### config.mk
export PLATFORM = sky130hd
export DESIGN_NAME = booth_mul_seq_flat
export DESIGN_NICKNAME = d
export VERILOG_FILES = /design/src/rtl/booth_mul_seq_if.sv /design/src/rtl/booth_mul_seq.sv /design/src/flat_wrapper.sv
export SDC_FILE = /design/constraint.sdc
export NUM_CORES = 1
export LEC_CHECK = 0
export ABC_AREA = 1
export CORE_ASPECT_RATIO = 0.9
export CORE_UTILIZATION = 40
export CTS_CLUSTER_SIZE = 8
export DETAILED_ROUTE_END_ITERATION = 10
export GPL_ROUTABILITY_DRIVEN = 0
export HOLD_SLACK_MARGIN = 0.12
export PLACE_DENSITY_LB_ADDON = 0.08
export SYNTH_ARGS = -nofsm -noshare
export SYNTH_HDL_FRONTEND = slang
export SYNTH_SLANG_ARGS = --single-unit
### constraint.sdc
create_clock -name clk -period 8.45 [get_ports clk]
set_clock_uncertainty 0.1 [all_clocks]
set_input_delay 1.69 -clock clk [delete_from_list [all_inputs] [get_ports clk]]
set_output_delay 1.69 -clock clk [all_outputs]
set_load 0.02 [all_outputs]
### src/rtl/booth_mul_seq_if.sv
// Handshake and operand/result bundle for the sequential Booth multiplier.
interface booth_mul_seq_if #(
  parameter int WIDTH = 32
);
  logic                 op_start;
  logic                 op_clear;
  logic [WIDTH-1:0]     multiplicand;
  logic [WIDTH-1:0]     multiplier;
  logic                 op_busy;
  logic                 op_done;
  logic [2*WIDTH-1:0]   result;

  modport master (
    output op_start, op_clear, multiplicand, multiplier,
    input  op_busy, op_done, result
  );

  modport slave (
    input  op_start, op_clear, multiplicand, multiplier,
    output op_busy, op_done, result
  );
endinterface

### src/rtl/booth_mul_seq.sv
// Sequential signed radix-2 Booth multiplier. One Booth step per clock,
// each step routed through a carry look-ahead adder built from 4-bit blocks.
module booth_mul_seq #(
  parameter int WIDTH = 32
) (
  input  logic           clk,
  input  logic           reset,
  booth_mul_seq_if.slave bus
);

  localparam int AW = WIDTH + 4;
  localparam int NB = AW / 4;
  localparam int CW = $clog2(WIDTH) + 1;

  typedef enum logic [1:0] {
    INIT = 2'd0,
    EXEC = 2'd1,
    DONE = 2'd2
  } state_t;

  state_t                    state;
  state_t                    state_next;
  logic [CW-1:0]             count;
  logic signed [WIDTH:0]     acc;
  logic [WIDTH-1:0]          q_reg;
  logic                      q_m1;
  logic signed [WIDTH-1:0]   m_reg;
  logic [2*WIDTH-1:0]        result_reg;
  logic                      busy_reg;
  logic                      done_reg;

  logic [AW-1:0]             add_a;
  logic [AW-1:0]             add_b;
  logic [AW-1:0]             add_s;
  logic                      add_cin;
  logic [NB:0]               cy;
  logic [3:0]                sum_hi_unused;

  logic [WIDTH:0]            acc_shift;
  logic [WIDTH-1:0]          q_shift;
  logic                      last_step;

  // 4-bit look-ahead block: returns {carry_out, sum[3:0]}.
  function automatic logic [4:0] cla4(input logic [3:0] a, input logic [3:0] b,
                                      input logic c0);
    logic [3:0] g;
    logic [3:0] p;
    logic [4:0] c;
    g    = a & b;
    p    = a ^ b;
    c[0] = c0;
    c[1] = g[0] | (p[0] & c0);
    c[2] = g[1] | (p[1] & g[0]) | (p[1] & p[0] & c0);
    c[3] = g[2] | (p[2] & g[1]) | (p[2] & p[1] & g[0]) | (p[2] & p[1] & p[0] & c0);
    c[4] = g[3] | (p[3] & g[2]) | (p[3] & p[2] & g[1]) | (p[3] & p[2] & p[1] & g[0])
         | (p[3] & p[2] & p[1] & p[0] & c0);
    return {c[4], p ^ c[3:0]};
  endfunction

  // Booth recoding: pick +M, -M (invert plus carry-in) or zero for the adder.
  always_comb begin
    add_a   = {{3{acc[WIDTH]}}, acc};
    add_b   = '0;
    add_cin = 1'b0;
    case ({q_reg[0], q_m1})
      2'b01: add_b = {{4{m_reg[WIDTH-1]}}, m_reg};
      2'b10: begin
        add_b   = ~{{4{m_reg[WIDTH-1]}}, m_reg};
        add_cin = 1'b1;
      end
      default: add_b = '0;
    endcase
  end

  assign cy[0] = add_cin;

  for (genvar i = 0; i < NB; i++) begin : g_cla
    logic [4:0] blk;
    assign blk            = cla4(add_a[4*i +: 4], add_b[4*i +: 4], cy[i]);
    assign add_s[4*i +: 4] = blk[3:0];
    assign cy[i+1]        = blk[4];
  end

  // Bits above the guard bit and the final carry-out play no part in the product.
  assign sum_hi_unused = {cy[NB], add_s[AW-1:WIDTH+1]};

  assign acc_shift = {add_s[WIDTH], add_s[WIDTH:1]};
  assign q_shift   = {add_s[0], q_reg[WIDTH-1:1]};
  assign last_step = (count == CW'(WIDTH - 1));

  // Next-state decode; clear wins over start in DONE.
  always_comb begin
    state_next = state;
    case (state)
      INIT:    if (bus.op_start) state_next = EXEC;
      EXEC: begin
        if (bus.op_clear)    state_next = INIT;
        else if (last_step)  state_next = DONE;
      end
      DONE:    if (bus.op_clear) state_next = INIT;
      default: state_next = INIT;
    endcase
  end

  // State register.
  always_ff @(posedge clk or posedge reset) begin
    if (reset) state <= INIT;
    else       state <= state_next;
  end

  // Registered status flags, decoded from the state being entered.
  always_ff @(posedge clk or posedge reset) begin
    if (reset) begin
      busy_reg <= 1'b0;
      done_reg <= 1'b0;
    end else begin
      busy_reg <= (state_next == EXEC);
      done_reg <= (state_next == DONE);
    end
  end

  // Operand capture, Booth step/shift, and result load on the final step.
  always_ff @(posedge clk or posedge reset) begin
    if (reset) begin
      m_reg      <= '0;
      acc        <= '0;
      q_reg      <= '0;
      q_m1       <= 1'b0;
      count      <= '0;
      result_reg <= '0;
    end else begin
      case (state)
        INIT: begin
          if (bus.op_start) begin
            m_reg <= bus.multiplicand;
            q_reg <= bus.multiplier;
            acc   <= '0;
            q_m1  <= 1'b0;
            count <= '0;
          end
        end
        EXEC: begin
          if (bus.op_clear) begin
            acc        <= '0;
            q_reg      <= '0;
            q_m1       <= 1'b0;
            count      <= '0;
            result_reg <= '0;
          end else begin
            acc   <= acc_shift;
            q_reg <= q_shift;
            q_m1  <= q_reg[0];
            count <= count + CW'(1);
            if (last_step) result_reg <= {acc_shift[WIDTH-1:0], q_shift};
          end
        end
        DONE: begin
          if (bus.op_clear) begin
            acc        <= '0;
            q_reg      <= '0;
            q_m1       <= 1'b0;
            count      <= '0;
            result_reg <= '0;
          end
        end
        default: ;
      endcase
    end
  end

  assign bus.op_busy = busy_reg;
  assign bus.op_done = done_reg;
  assign bus.result  = result_reg;

endmodule

### src/flat_wrapper.sv
// flat-port wrapper written by rule: the top's interface ports become plain ports
module booth_mul_seq_flat 
#(
  parameter int WIDTH = 32
)
  (clk, reset, bus_op_start, bus_op_clear, bus_multiplicand, bus_multiplier, bus_op_busy, bus_op_done, bus_result);
  booth_mul_seq_if #(.WIDTH(WIDTH)) bus_i ();
  input  logic clk;
  input  logic reset;
  input wire logic [$bits(bus_i.op_start)-1:0] bus_op_start;
  input wire logic [$bits(bus_i.op_clear)-1:0] bus_op_clear;
  input wire logic [$bits(bus_i.multiplicand)-1:0] bus_multiplicand;
  input wire logic [$bits(bus_i.multiplier)-1:0] bus_multiplier;
  output wire logic [$bits(bus_i.op_busy)-1:0] bus_op_busy;
  output wire logic [$bits(bus_i.op_done)-1:0] bus_op_done;
  output wire logic [$bits(bus_i.result)-1:0] bus_result;
  assign bus_i.op_start = bus_op_start;
  assign bus_i.op_clear = bus_op_clear;
  assign bus_i.multiplicand = bus_multiplicand;
  assign bus_i.multiplier = bus_multiplier;
  assign bus_op_busy = bus_i.op_busy;
  assign bus_op_done = bus_i.op_done;
  assign bus_result = bus_i.result;
  booth_mul_seq #(.WIDTH(WIDTH)) u_core (.clk(clk), .reset(reset), .bus(bus_i));
endmodule
## Word level (Yosys, flattened, before mapping)

Cells that the tools add are included.

- Register bits: 172
- Bits of input ports: 68
- Output and inout port bits: 66
- Logic and storage cells: 288

- Add/sub/neg operators: 1
- Eq/ne operators: 10
- Mux-type cells: 27
- Bitwise operators: 235
- Reductions and logical operators: 6

Operators with widths:

| kind | count |
|---|---|
| two-way mux 64 bit | 3 |
| AND 1 bit | 128 |
| one-hot mux 64 bit (2 select lines) | 1 |
| two-way mux 33 bit | 3 |
| one-hot mux 33 bit (3 select lines) | 1 |
| two-way mux 32 bit | 3 |
| one-hot mux 32 bit (3 select lines) | 1 |
| bitwise OR 1 bit | 80 |
| one-hot mux 33 bit (2 select lines) | 1 |
| XOR 4 bit | 16 |
| NOT 33 bit | 1 |
| AND 4 bit | 8 |
| two-way mux 6 bit | 3 |
| one-hot mux 6 bit (3 select lines) | 1 |
| two-way mux 2 bit | 4 |
| adder 6 x 1 -> 6 bit (second input constant) | 1 |
| == test 2 x 1 -> 1 bit (second input constant) | 3 |
| == test 2 bit (second input constant) | 3 |
| == test 6 x 5 -> 1 bit (second input constant) | 1 |
| one-hot mux 2 bit (3 select lines) | 1 |
| AND reduction 3 bit | 2 |
| two-way mux 1 bit | 4 |
| inequality test 2 bit (second input constant) | 2 |
| inequality test 3 x 2 -> 1 bit (second input constant) | 1 |
| other kinds (6) | 7 |

## Logic depth before layout (Yosys ltp)

Gate-level depths: netlist of run 1.

- Word-level depth: 26
- Mapped depth: 27
- Gate-level depth less buffers: 26

## Worst setup path after synthesis of run 1

Ideal clock, no wire load.

- Kind: register -> register
- From: register u_core.q_reg[0]
- To: register u_core.acc[28]
- Arrival: 3.119 ns
- Slack: 5.148 ns
- Cell stages (with the launch flop): 26
- Period minus slack after synthesis: 3.302 ns
- Cell sequence: dfrtp_1 -> nor2_1 -> clkbuf_1 -> nand2_1 -> o21ai_0 -> ha_1 -> nand2_2 -> nand2_2 -> nor2_2 -> nand2_1 -> nand3_2 -> nand2_4 -> nand2_4 -> nand2_4 -> nand2_4 -> nand2_4 -> nand2_4 -> nand2_4 -> nand2_4 -> nand2_4 -> nand2_4 -> nand2_4 -> fa_1 -> a21oi_1 -> o21ai_0 -> o21ai_0

- Longest elaborated chain between the ends: 25
- Elaborated cells between the ends (all ways): 102
- Classes of those cells: eq/ne: 2; mux: 4; bitwise: 96

RTL lines:

| item | RTL line | text |
|---|---|---|
| start, declared | booth_mul_seq.sv:25 | `logic [WIDTH-1:0] q_reg;` |
| start signal, assigned | booth_mul_seq.sv:136 | `q_reg <= bus.multiplier;` |
| start signal, assigned | booth_mul_seq.sv:151 | `q_reg <= q_shift;` |
| == test 2 bit or == test 2 x 1 -> 1 bit (tied branches) | booth_mul_seq.sv:65 | `case ({q_reg[0], q_m1})` |
| one-hot mux 33 bit (2 select lines) | booth_mul_seq.sv:65 |  |
| XOR 4 bit or AND 4 bit (tied branches) | booth_mul_seq.sv:50, booth_mul_seq.sv:49 |  |
| AND 1 bit (on tied branches) | booth_mul_seq.sv:55, booth_mul_seq.sv:56 |  |
| bitwise OR 1 bit (tied with other cells) (2 in series) | booth_mul_seq.sv:55 | `c[4] = g[3] \| (p[3] & g[2]) \| (p[3] & p[2] & g[1]) \| (p[3] & p[2] & p[1] & g[0])` |
| bitwise OR 1 bit or AND 1 bit (tied branches) | booth_mul_seq.sv:55, booth_mul_seq.sv:56 |  |
| bitwise OR 1 bit | booth_mul_seq.sv:56 | `\| (p[3] & p[2] & p[1] & p[0] & c0);` |
| AND 1 bit | booth_mul_seq.sv:56 |  |
| (+8 left out) | n/a |  |
| bitwise OR 1 bit | booth_mul_seq.sv:56 |  |
| AND 1 bit | booth_mul_seq.sv:56 |  |
| bitwise OR 1 bit | booth_mul_seq.sv:56 |  |
| AND 1 bit | booth_mul_seq.sv:52 | `c[1] = g[0] \| (p[0] & c0);` |
| bitwise OR 1 bit | booth_mul_seq.sv:52 |  |
| XOR 4 bit (*) | booth_mul_seq.sv:57 | `return {c[4], p ^ c[3:0]};` |
| two-way mux 33 bit (*) | booth_mul_seq.sv:143 | `if (bus.op_clear) begin` |
| one-hot mux 33 bit (3 select lines) (*) | booth_mul_seq.sv:132 | `case (state)` |
| end signal, assigned | booth_mul_seq.sv:150 | `acc <= acc_shift;` |
| end, declared | booth_mul_seq.sv:24 | `logic signed [WIDTH:0] acc;` |

Mark *: on every way between the ends. The rest lies on a longest branch, timed or not.
A chain may end at the register's enable or synchronous reset.

## Worst setup path after layout of run 1

- From: input port bus_op_clear
- To: register u_core.acc[23]

- Longest elaborated chain between the ends: 2
- Elaborated cells between the ends (all ways): 4
- Classes of those cells: eq/ne: 1; mux: 2; reduce/logical: 1

RTL lines:

| item | RTL line | text |
|---|---|---|
| start, declared | flat_wrapper.sv:11 | `input wire logic [$bits(bus_i.op_clear)-1:0] bus_op_clear;` |
| two-way mux 33 bit or inequality test 2 bit (tied branches) | n/a |  |
| one-hot mux 33 bit (3 select lines) or AND reduction 3 bit (tied branches) | n/a |  |

Several ways; a longest one is shown, not always the timed one.

==> results.yml, run 1 <==
layout:
  fin_util: 0.516
  fin_cells: 1470
  fin_nets: 1285
  area_growth_pct: 25.3
  num_antenna_cells: 0
  drive_above_1_share: 0.0617
  multiInputGateArea_sq_mm: 0.00387
  fill_cells: 2029
  largest_register_ffs: 64
  ff_latch_area_sq_mm: 0.00428
logic_synthesis:
  yosysSeqAreaShare: 0.496
  ys_seq_elements: 171
  synth_area_leaders: "dfrtp_1 50%, nand2_1 18%, o21ai_0 6.8%, ha_1 5.4%, inv_1 3.3%"
  synth_cell_types: 33
  syn_inst: 1064
  syn_avg_cell_area_sq_um: 8.11
  synth_top_area_frac: 0.496
  ys_warn_count: 0
  synth_area_sq_mm: 0.00863
  yosysTopAreaCell: "dfrtp_1"
  syn_nets: 1177
worst_setup_path:
  arrival_ns: 4.64
  crit_slowest_cell: "nor2_4"
  required_ns: 8.66
  regToRegSetupSlack_ns: 4.08
  path_class: "in -> reg"
  start_kind: "input port"
  cp-end-kind: "flop"
  max_stage_delay_ns: 0.81
  critPathMaxFanout: 45
  cp_common_cell: "inv_2"
  path_buf_inv: 5
  critPathTopFamily: "buffers and inverters"
  path_cells: "clkdlybuf4s50_1, buf_4, inv_2, nand2_1, o21ai_1, nor2_4, inv_2, nor2_1, inv_1, o21ai_0"
clock_tree:
  h-tree-depth: 4
  hold_buffers: 0
  clk_pin_slew_ns: 0.07
  cts-root-buf: "clkbuf_16"
  cts_tree: "yes"
  cts_resized: 0
  post_cts_buffers: 0
  clk_latency_ns: 0.42
  cts_sinks: 171
  clock_path_buffers: 2
  cts_made_buffers: 17
global_routing:
  grt-ovfl-total: 0
  grt_max_degree: 113
  grt_first_pass_wirelength_microns: 35400
  grt_usage: 0.203
  first_global_vias: 6961
  antenna_found_initial: 0
timing:
  setup_viol: 0
  max_slew.worst_pin.slew_ns: 1.19
  fin_crit_sh: 0.524
  finalCriticalPeriod_ns: 4.43
  tns_ns: 0
  maxSlewViolCount: 0
  worst_slew_margin_rel: 0.204
  grt_setup_unrepaired: "false"
  max_freq_mhz: 226
  finalHoldViolations: 0
  hold_ws_ns: 0.373
run:
  cap_violations: 0
routing:
  first_iter_violations: 374
  wl_microns: 21300
  drc: 0
  vias_per_cell: 4.88
  final_antenna_net_count: 0
  drtPass1Iterations: 5
  wl_per_cell_microns: 14.5
  dr_total_vias: 7173
run_status:
  status: "complete, no violations"
die:
  start_util: 0.412
  fp.dieH_microns: 141
  coreArea_sq_mm: 0.0210
  die-area_sq_mm: 0.0222
  rows: 50
  pin_count: 134
  die_w_microns: 157
power:
  leakage_nw: 5.28
  peakVddDrop_v: 0.000173
  total_power_mw: 3.79
  power.density_mw_per_mm2: 351
place:
  hpwl_microns: 13500
  post-place-cells: 1439
  io_buffers: 133
hold_path:
  hp-class: "reg -> reg"
-- metal layers --
metal  wire (microns)  global-route usage  vias to the layer above
met5                0                   0                        -
met4               86              0.0325                        0
met3              776              0.0385                        4
met2             9610               0.319                      128
met1            10800               0.294                     3377
li1                 -                   -                     3664
-- stage by stage --
stage | area (sq um) | setup slack, ns
2_1_floorplan | 8630 | 2.03
3_3_place_gp | 10200 | 3.74
3_5_place_dp | 10200 | 3.58
4_1_cts | 10800 | 3.96
5_1_grt | 10800 | 3.74
6_report | 10800 | 4.02
-- worst paths after layout --
kind,end,from,cells past startpoint
min in group asynchronous,u_core.bus.result[2],reset,2
max in group asynchronous,u_core.state[1],reset,3
max reg2reg,u_core.acc[28],u_core.q_reg[0],24
min,u_core.q_reg[7],u_core.q_reg[7],2
max,u_core.acc[23],bus_op_clear,10
min reg2reg,u_core.q_reg[7],u_core.q_reg[7],2
-- report_power, final --
| part | switching [mW] | internal [mW] |
|---|---|---|
| Combinational | 0.991 | 0.619 |
| Sequential | 0.218 | 1.16 |
| Clock | 0.333 | 0.475 |
| Total | 1.54 | 2.25 |
-- worst register-to-register path: stages, from the launching register on --
cell     delay (ns)
dfrtp_1        0.43
inv_1          0.10
nor2_1         0.04
inv_1          0.77
o21ai_0        0.30
ha_1           0.42
nand2_2        0.10
nand2_2        0.05
nor2_2         0.10
nand2_1        0.08
nand3_2        0.09
nand2_4        0.07
nand2_4        0.07
nand2_4        0.06
nand2_4        0.08
nand2_4        0.06
nand2_4        0.07
nand2_4        0.06
nand2_4        0.08
nand2_4        0.07
nand2_4        0.07
nand2_4        0.06
fa_1           0.41
o21ai_0        0.33
o21ai_0        0.15
-- cell type report --
class	instances	area share
Clock buffer	18	0.0406
Clock inverter	13	0.0155
Inverter	79	0.0279
Multi-Input combinational cell	761	0.358
Sequential cell	171	0.396
Tap cell	286	0.0331
Timing Repair Buffer	142	0.129
-- synth_stat cells --
master and count:
or2_2 2, nand2_1 403, nor2_2 4, nand4_1 6, nor3_1 5, buf_1 2, clkbuf_2 1, a21oi_2 3
nor2_1 24, o21ai_1 35, dfrtp_1 171, nand3_2 1, nand3_1 28, fa_1 8, and3_1 1, a21oi_1 29
nand2_2 5, o21ai_0 117, inv_1 76, a21o_1 2, buf_2 3, o22ai_1 33, o21a_1 1, ha_1 37
a21boi_0 1, o2111ai_1 1, clkinv_1 1, xnor2_1 1, inv_2 2, o31ai_1 2, xor2_1 1, clkbuf_1 47
nand2_4 11
-- cells in the final DEF (no fill, tap or decap), types with 5 or more instances in the layout --
| cell type | netlist | layout |
|---|---|---|
| a21oi_1 | 29 | 29 |
| buf_4 | 0 | 9 |
| clkbuf_16 | 0 | 17 |
| clkdlybuf4s50_1 | 0 | 133 |
| dfrtp_1 | 171 | 171 |
| fa_1 | 8 | 8 |
| ha_1 | 37 | 37 |
| inv_1 | 76 | 73 |
| nand2_1 | 403 | 403 |
| nand2_2 | 5 | 5 |
| nand2_4 | 11 | 11 |
| nand3_1 | 28 | 28 |
| nand4_1 | 6 | 6 |
| nor2_1 | 24 | 23 |
| nor3_1 | 5 | 5 |
| o21ai_0 | 117 | 117 |
| o21ai_1 | 35 | 34 |
| o22ai_1 | 33 | 33 |
-- cell families (layout without fill, tap and decap cells) --
group | after synthesis | count (layout) | synth area share
flops | 171 | 171 | 0.496
buf+inv | 132 | 252 | 0.0580
simple gates | 490 | 490 | 0.234
fa+ha+maj | 45 | 45 | 0.0722
xor+xnor | 2 | 2 | 0.00203
compound gates | 224 | 224 | 0.138
Power figures use the tool's default switching activity.
==> inputs of run 2 (changes only) <==
clock period = 3.8 ns   (was 8.45 ns; I/O delays follow)
==> run 2 against run 1 <==
- sequential power grew 120%
- final cell count increased by 0.61%
- die area stayed put
- first-iteration DRC count grew 8.8%
- register-to-register slack lost 3.7 ns
- clock-buffer cell count fell by 1
- non-clock buffer count up 8
- largest power group unchanged
==> results.yml, run 2 (synthesis gave the netlist of run 1 again) <==
layout:
  fill_cells: 1998
  multiInputGateArea_sq_mm: 0.00388
  fin_area_sq_mm: 0.0109
  mostFrequentLayoutCells: "403 x nand2_1, 171 x dfrtp_1, 133 x clkdlybuf4s50_1"
  num_antenna_cells: 0
  ff_latch_area_sq_mm: 0.00428
  largest_register_ffs: 64
  fin_nets: 1293
  final_common_cell: "nand2_1"
  area_growth_pct: 26.6
  drive_above_1_share: 0.0712
worst_setup_path:
  critPathTopFamily: "compound AO/OA/AOI/OAI gates"
  path_cells: "inv_1, nor2_4, buf_4, nand2_1, o21ai_0, ha_1, a21oi_1, o21ai_0, a21oi_2, nand2_4, nand2_4, nand2_4, nand2_4, nand2_4, nand2_4, nand2_4, fa_1, a21oi_1, o21ai_0, o21ai_0"
  reg2reg_depth: 20
  cp_common_cell: "nand2_4"
  r2r_start: "u_core.q_m1"
  path_class: "reg -> reg"
  required_ns: 4.03
  worstReg2RegEnd: "u_core.bus.result[60]"
  start_kind: "flop"
  cp-end-kind: "flop"
  regToRegSetupSlack_ns: 0.39
  max_stage_delay_ns: 0.41
  path_buf_inv: 2
  crit_slowest_cell: "fa_1"
  arrival_ns: 3.64
  critPathMaxFanout: 7
clock_tree:
  clk_latency_ns: 0.43
  clk_pin_slew_ns: 0.07
  cts-root-buf: "clkbuf_16"
  hold_buffers: 0
  cts_made_buffers: 17
  cts_sinks: 171
  cts_tree: "yes"
  clock_path_buffers: 2
  h-tree-depth: 4
hold_path:
  min_from: "u_core.q_reg[20]"
  hold_end: "u_core.q_reg[20]"
  hp-class: "reg -> reg"
  hold_depth: 2
timing:
  max_slew.worst_pin.slew_ns: 1.15
  finalHoldViolations: 0
  fin_crit_sh: 0.897
  tns_ns: 0
  worst_slew_margin_rel: 0.231
  setup_ws_ns: 0.392
  grt_setup_unrepaired: "false"
  setup_viol: 0
  max_freq_mhz: 293
  finalCriticalPeriod_ns: 3.41
  maxSlewViolCount: 0
global_routing:
  first_global_vias: 7084
  grt_usage: 0.210
  grt_first_pass_wirelength_microns: 36600
  grt-ovfl-total: 0
  antenna_found_initial: 0
  grt_max_degree: 85
die:
  die_w_microns: 157
  pin_count: 134
  start_util: 0.412
  die-area_sq_mm: 0.0222
  coreArea_sq_mm: 0.0210
  rows: 50
  fp.dieH_microns: 141
run_status:
  status: "complete, no violations"
place:
  io_buffers: 133
  hpwl_microns: 13800
  placed_area_sq_mm: 0.0103
  dp_slack_ns: 0.116
power:
  p_comb_frac: 0.428
  power_frac_seq: 0.359
  p_switching_mw: 3.52
  switching_share: 0.413
  leakage_nw: 5.32
  internal-power_mw: 4.99
  clkPwrFrac: 0.213
  peakVddDrop_v: 0.000332
  power.density_mw_per_mm2: 779
routing:
  wl_per_cell_microns: 14.6
  first_iter_violations: 407
  final_antenna_net_count: 0
  vias_per_cell: 4.88
  drtPass1Iterations: 5
  drc: 0
  wl_microns: 21600
  dr_total_vias: 7217
run:
  cap_violations: 0
## run 2: worst reg2reg max path, stage by stage (launching register included)
cell and delay, ns:
dfrtp_1 0.37, inv_1 0.09, nor2_4 0.22, buf_4 0.19, nand2_1 0.05, o21ai_0 0.08, ha_1 0.31, a21oi_1 0.24
o21ai_0 0.13, a21oi_2 0.21, nand2_4 0.09, nand2_4 0.06, nand2_4 0.06, nand2_4 0.08, nand2_4 0.07, nand2_4 0.07
nand2_4 0.06, fa_1 0.41, a21oi_1 0.14, o21ai_0 0.10, o21ai_0 0.17
## run 2: how the worst max path moves through the flow
stage	cells past startpoint	endpoint	startpoint
finish	20	u_core.bus.result[60]	u_core.q_m1
global route	25	u_core.acc[28]	u_core.q_reg[0]
CTS	19	u_core.acc[28]	u_core.q_reg[0]
detailed placement	19	u_core.acc[28]	u_core.q_reg[0]
global placement	19	u_core.bus.result[60]	u_core.q_reg[0]
floorplan	25	u_core.acc[28]	u_core.q_reg[0]
## run 2: power groups by stage
stage	Clock, mW	Sequential (mW)	Combinational [mW]
after floorplan	0	3.34	1.99
after global placement	0	3.08	3.61
after detailed placement	0	3.08	3.65
after CTS	1.85	3.06	3.67
after global routing	1.93	3.16	4.11
final	1.81	3.06	3.64
## run 2: per-stage QoR
| stage | cells | utilization | hold WS [ns] | total power, mW |
|---|---|---|---|---|
| floorplan | 1064 | - | 0.342 | 5.33 |
| global placement | 1446 | 0.491 | 0.354 | 6.69 |
| detailed placement | 1446 | 0.491 | 0.358 | 6.73 |
| CTS | 1478 | 0.519 | 0.376 | 8.58 |
| global route | 1479 | 0.521 | 0.383 | 9.20 |
| finish | 1479 | 0.521 | 0.372 | 8.51 |
## run 2: cell type report
cell class | count | area share
clock buffer | 17 | 0.0390
clock inverter | 15 | 0.0166
inverter | 79 | 0.0277
multi-input combinational | 761 | 0.355
sequential | 171 | 0.392
tap | 286 | 0.0328
timing repair buffer | 150 | 0.137
## run 2: layer usage
metal  routed length (microns)  track usage
met5                         0            0
met4                       188       0.0516
met3                       788       0.0394
met2                      9750        0.329
met1                     10900        0.301
## run 2: timing repair
| action | CTS | global route |
|---|---|---|
| endpoints found under the setup margin | 0 | 6 |
| hold endpoints to repair | 0 | 0 |
| buffers inserted | 0 | 1 |
| gates resized for setup | 0 | 5 |
